<file path="src/rtl/uart_pkg.sv">
// Shared UART constants and the receiver FSM state type.
// The transmitter uses the same frame constants so both ends agree on the format.
package uart_pkg;

  localparam int DATA_BITS            = 8;
  // 50 MHz system clock at 115200 baud.
  localparam int DEFAULT_CLKS_PER_BIT = 434;

  typedef enum logic [2:0] {
    IDLE,
    START,
    DATA,
    STOP,
    BREAK_WAIT
  } uart_state_t;

endpackage

</file>
<file path="src/rtl/uart_sync.sv">
// N-stage synchroniser for an asynchronous single-bit input.
// Every stage is preset to RESET_VAL on reset. For a UART line this value is 1,
// so the line reads as idle while the design comes out of reset.
module uart_sync #(
  parameter int   STAGES    = 2,
  parameter logic RESET_VAL = 1'b1
) (
  input  logic clc,
  input  logic res,
  input  logic d,
  output logic q
);

  logic [STAGES-1:0] sync_q;

  // Shift the asynchronous input through the flop chain.
  always_ff @(posedge clc) begin
    if (res) begin
      sync_q <= {STAGES{RESET_VAL}};
    end else begin
      sync_q <= {sync_q[STAGES-2:0], d};
    end
  end

  assign q = sync_q[STAGES-1];

endmodule

</file>
<file path="src/rtl/uart_receiver.sv">
// UART receiver. Each frame is 1 start bit, 8 data bits LSB first, and one or
// more stop bits. Each bit is sampled at its midpoint by a clock-count timer.
//
// Output protocol: there is no ready signal and no buffering.
// - priznak_end_receiver is high for exactly one cycle, and in that cycle
//   word_receiver carries the new byte. The consumer must capture it then.
// - word_receiver holds the byte until the next good frame.
// - frame_error is high for one cycle when a stop bit is sampled low.
// - priznak_end_receiver and frame_error are never high in the same cycle.
// - The FSM state is available as the internal signal `state` for checkers.
module uart_receiver
  import uart_pkg::*;
#(
  parameter int CLKS_PER_BIT = DEFAULT_CLKS_PER_BIT,
  parameter int SYNC_STAGES  = 2
) (
  input  logic                 clc,
  input  logic                 res,
  input  logic                 RX,
  output logic [DATA_BITS-1:0] word_receiver,
  output logic                 priznak_end_receiver,
  output logic                 frame_error,
  output logic                 busy
);

  localparam int IW = $clog2(DATA_BITS);
  localparam int TW = $clog2(CLKS_PER_BIT);

  // Timer compare values. The half period is rounded down (floor).
  localparam logic [TW-1:0] BIT_END  = TW'(CLKS_PER_BIT - 1);
  localparam logic [TW-1:0] HALF_END = TW'(CLKS_PER_BIT / 2 - 1);
  localparam logic [IW-1:0] LAST_IDX = IW'(DATA_BITS - 1);

  logic rx_s;

  uart_state_t          state,     state_nxt;
  logic [TW-1:0]        timer,     timer_nxt;
  logic [IW-1:0]        idx,       idx_nxt;
  logic [DATA_BITS-1:0] shift,     shift_nxt;
  logic [DATA_BITS-1:0] word_nxt;
  logic                 strobe_nxt;
  logic                 ferr_nxt;

  uart_sync #(
    .STAGES    (SYNC_STAGES),
    .RESET_VAL (1'b1)
  ) u_sync (
    .clc (clc),
    .res (res),
    .d   (RX),
    .q   (rx_s)
  );

  // State, bit timer, shift register and registered outputs.
  always_ff @(posedge clc) begin
    if (res) begin
      state                <= IDLE;
      timer                <= '0;
      idx                  <= '0;
      shift                <= '0;
      word_receiver        <= '0;
      priznak_end_receiver <= 1'b0;
      frame_error          <= 1'b0;
    end else begin
      state                <= state_nxt;
      timer                <= timer_nxt;
      idx                  <= idx_nxt;
      shift                <= shift_nxt;
      word_receiver        <= word_nxt;
      priznak_end_receiver <= strobe_nxt;
      frame_error          <= ferr_nxt;
    end
  end

  // Next-state logic, bit sampling, and output pulse generation.
  always_comb begin
    state_nxt  = state;
    timer_nxt  = timer + TW'(1);
    idx_nxt    = idx;
    shift_nxt  = shift;
    word_nxt   = word_receiver;
    strobe_nxt = 1'b0;
    ferr_nxt   = 1'b0;

    case (state)
      IDLE: begin
        timer_nxt = '0;
        if (!rx_s) begin
          state_nxt = START;
        end
      end

      START: begin
        // Check mid-start-bit. A line that is high again was a glitch.
        if (timer == HALF_END) begin
          timer_nxt = '0;
          idx_nxt   = '0;
          state_nxt = rx_s ? IDLE : DATA;
        end
      end

      DATA: begin
        // Sampling is offset by half a bit from the start check,
        // so every data bit is sampled at its midpoint.
        if (timer == BIT_END) begin
          timer_nxt      = '0;
          shift_nxt[idx] = rx_s;
          idx_nxt        = idx + IW'(1);
          if (idx == LAST_IDX) begin
            state_nxt = STOP;
          end
        end
      end

      STOP: begin
        if (timer == BIT_END) begin
          timer_nxt = '0;
          if (rx_s) begin
            word_nxt   = shift;
            strobe_nxt = 1'b1;
            state_nxt  = IDLE;
          end else begin
            ferr_nxt  = 1'b1;
            state_nxt = BREAK_WAIT;
          end
        end
      end

      BREAK_WAIT: begin
        // Wait here while the line is held low, so a break does not
        // decode as a stream of 0x00 frames.
        timer_nxt = '0;
        if (rx_s) begin
          state_nxt = IDLE;
        end
      end

      default: begin
        timer_nxt = '0;
        state_nxt = IDLE;
      end
    endcase
  end

  assign busy = (state != IDLE);

endmodule

</file>
<file path="config.mk">
export PLATFORM = sky130hd
export DESIGN_NAME = uart_receiver
export DESIGN_NICKNAME = d
export VERILOG_FILES = /design/src/rtl/uart_pkg.sv /design/src/rtl/uart_sync.sv /design/src/rtl/uart_receiver.sv
export SDC_FILE = /design/constraint.sdc
export NUM_CORES = 1
export LEC_CHECK = 0
export ABC_AREA = 1
export CAP_MARGIN = 20
export CORE_ASPECT_RATIO = 1.25
export CORE_MARGIN = 4
export CORE_UTILIZATION = 55
export DETAILED_ROUTE_END_ITERATION = 8
export GPL_TIMING_DRIVEN = 1
export PLACE_DENSITY = 0.88
export SKIP_CTS_REPAIR_TIMING = 1
export SYNTH_ARGS = -nofsm -noshare
export SYNTH_HDL_FRONTEND = slang
export SYNTH_HIERARCHICAL = 1
export SYNTH_SLANG_ARGS = --single-unit
</file>
<file path="constraint.sdc">
create_clock -name clc -period 2 [get_ports clc]
set_clock_uncertainty 0.2 [all_clocks]
set_input_delay 0.2 -clock clc [delete_from_list [all_inputs] [get_ports clc]]
set_output_delay 0.2 -clock clc [all_outputs]
set_load 0.03 [all_outputs]
</file>
==> run metrics, run 1 <==
WL/cell 10.6 um; gpl congestion 0.882; CP Cell Sequence clkdlybuf4s50_1; post-route setup slack 0.251 ns; Crit path arrival time 1.35 ns; synth top area cells dfxtp_1 (41%), nand2_1 (12%), nor2_1 (8.7%); YS warnings 6; part of the power in combinational logic 0.270; clk buf depth 2; Seq/Total Area, Yosys 0.407; largest net degree at the start of global routing 19; initial core utilization 0.580; Port Buffers 13; Max rail drop VDD 702 uV; clock share of power 0.257; Flop pwr share 0.473; Power Dens Cells 864 nW/um^2; DR DRC count 0; type of the tightest min-delay check in2reg; layout net count 267; Syn Nets 246; Compound-Gate Fraction of Synth Area 0.0704; die footprint 4100 sq um; Yosys reg bits 35; xor-xnor portion of the synthesized cell area 0.0305; required time of the critical path 1.60 ns; Setup crit end kind output pin; Simple-Gate Fraction of Synth Area 0.370; Total GRT Usage 0.165; slowest stage delay, CP 0.67 ns; number of DRC markers in iteration 0 45; Synth cell types 26; Slew Limit Fails 0; global-route wire length before repair 5260 um; Max Freq 572 MHz; CTS tree built; I/O pin count 14; routed wire length 3150 um; CP max FO 2; family with the most delay on the worst path buffers and inverters; Synth Area in Adders 0.0363; DR vias/cell 4.88; RSZ-0062 raised after global routing false; commonest non-fill, non-tap cell in the layout nand2_1; R2R setup slack 0.29 ns; DPL Wire Length 2240 um; Die X 58.1 um; final cell utilization of the core 0.668; pre-CTS WS 0.291 ns; top-area cell type share of the netlist area 0.407; CORE AREA 2970 sq um; Synth Instances 238; Fin. Hold Viols 0; ANT nets after route 0; CTS root buffer clkbuf_4; clock transition at the registers of the reported paths 0.11 ns; vias in the first global route 1250; Sw Share 0.357; Mean Syn Cell Area 7.24 sq um; initial antenna violation count 0; via count 1445; crit path max-delay cell type clkdlybuf4s50_1; Die Y 70.6 um; grt ovf 0; row count 22; clock latency on the worst-skew pair 0.33 ns; drt first pass iters 5; Max Cap Violations 0; setup violators final 0; outcome completed; n_diodes 0; layout cells sized above 1 0.158; cell internal pwr 1.10 mW; Final min period 1.75 ns; most frequent cells in the layout nand2_1 (54), nor2_1 (40), dfxtp_1 (34), inv_1 (29), nand3_1 (13); critical path class reg2out; period utilisation layout 0.875; H-tree depth 2; LEAKAGE 0.861 nW; area leader, netlist dfxtp_1; Psw 0.612 mW; largest family of logic cells by synthesized area simple AND/OR/NAND/NOR gates; Worst Tran Pin Value 0.402 ns; Area Growth Syn to Fin 15.2%; Slew HR 0.730; CTS sink cnt 35; CP startpoint kind flip-flop; total CTS buffers 5; multiplexer share of the synthesized area 0; post-synthesis cell area 1720 sq um; Buf+Inv Stages, Crit Path 1
==> Yosys cell counts <==
cell / count
nor2_4: 4
nand2_1: 54
dfxtp_1: 35
a21oi_1: 10
nor3_4: 1
xnor2_1: 3
o211ai_4: 1
nand3_1: 13
inv_1: 29
nand3_2: 1
nand4_1: 1
nand2_2: 4
nand2_4: 2
buf_6: 1
nor2_1: 40
inv_2: 4
nor2_2: 10
o21ai_0: 8
nand3_4: 1
clkinv_1: 1
buf_2: 1
ha_1: 5
xor2_1: 3
clkbuf_1: 1
o21ai_1: 2
nor3_1: 3
==> power groups by stage <==
stage	sequential (mW)	clock [mW]	combinational [mW]
2_1_floorplan	0.811	0	0.369
3_3_place_gp	0.822	0	0.448
3_5_place_dp	0.824	0	0.463
4_1_cts	0.808	0.454	0.466
5_1_grt	0.818	0.474	0.521
6_report	0.810	0.441	0.462
==> layout make-up <==
cell class,count,area [sq um]
Timing Repair Buffer,17,163
Sequential cell,35,702
Multi-Input combinational cell,166,875
Tap cell,36,45.0
Clock inverter,1,7.51
Inverter,34,128
Clock buffer,7,65.1
Fill cell,240,988
==> registers in the layout, summed over array words and instances (netlist names) <==
register and flops:
priznak_end_receiver 1, idx 3, frame_error 1, shift 8
word_receiver 8, timer 9, u_sync/sync_q 2, state 3
==> per-stage QoR <==
stage	hold WS, ns	total power [mW]	instance area, sq um	TNS, ns	std cells
5_1_grt	0.193	1.81	1980	0	296
4_1_cts	0.164	1.73	1980	-0.109	296
6_report	0.175	1.71	1980	0	296
3_5_place_dp	0.201	1.29	1910	0	288
2_1_floorplan	0.0691	1.18	1720	0	238
3_3_place_gp	0.191	1.27	1910	0	288
==> logic make-up after synthesis <==
family	count (synthesis)
buffers and inverters	37
XOR/XNOR	6
AND/OR/NAND/NOR	134
AO/OA/AOI/OAI	21
flip-flops	35
adder cells (fa/ha/maj)	5
==> per-layer routing <==
layer  up-vias  part of all wire  global-route usage
met2        34              0.46               0.260
met4         0             0.030              0.0825
met3         8             0.044              0.0511
met5         -                 0                   0
met1       626              0.46               0.202
li1        777                 -                   -
==> path summary, 6_finish.rpt <==
kind                                      start                            end  cells after the start
setup reg to reg            timer[0]$_SDFF_PP0_  word_receiver[0]$_SDFFE_PP0P_                      8
hold / removal                               RX    u_sync/sync_q[0]$_SDFF_PP1_                      3
setup / recovery  word_receiver[2]$_SDFFE_PP0P_               word_receiver[2]                      1
hold reg to reg     u_sync/sync_q[0]$_SDFF_PP1_    u_sync/sync_q[1]$_SDFF_PP1_                      2
(Power assumes the default switching activity.)
==> run 2: changes to the inputs <==
CTS_BUF_LIST = sky130_fd_sc_hd__clkbuf_4 sky130_fd_sc_hd__clkbuf_8   (was default)
==> results of run 2 <==
No change in the layout: final DEF, timing and power equal those of run 1.
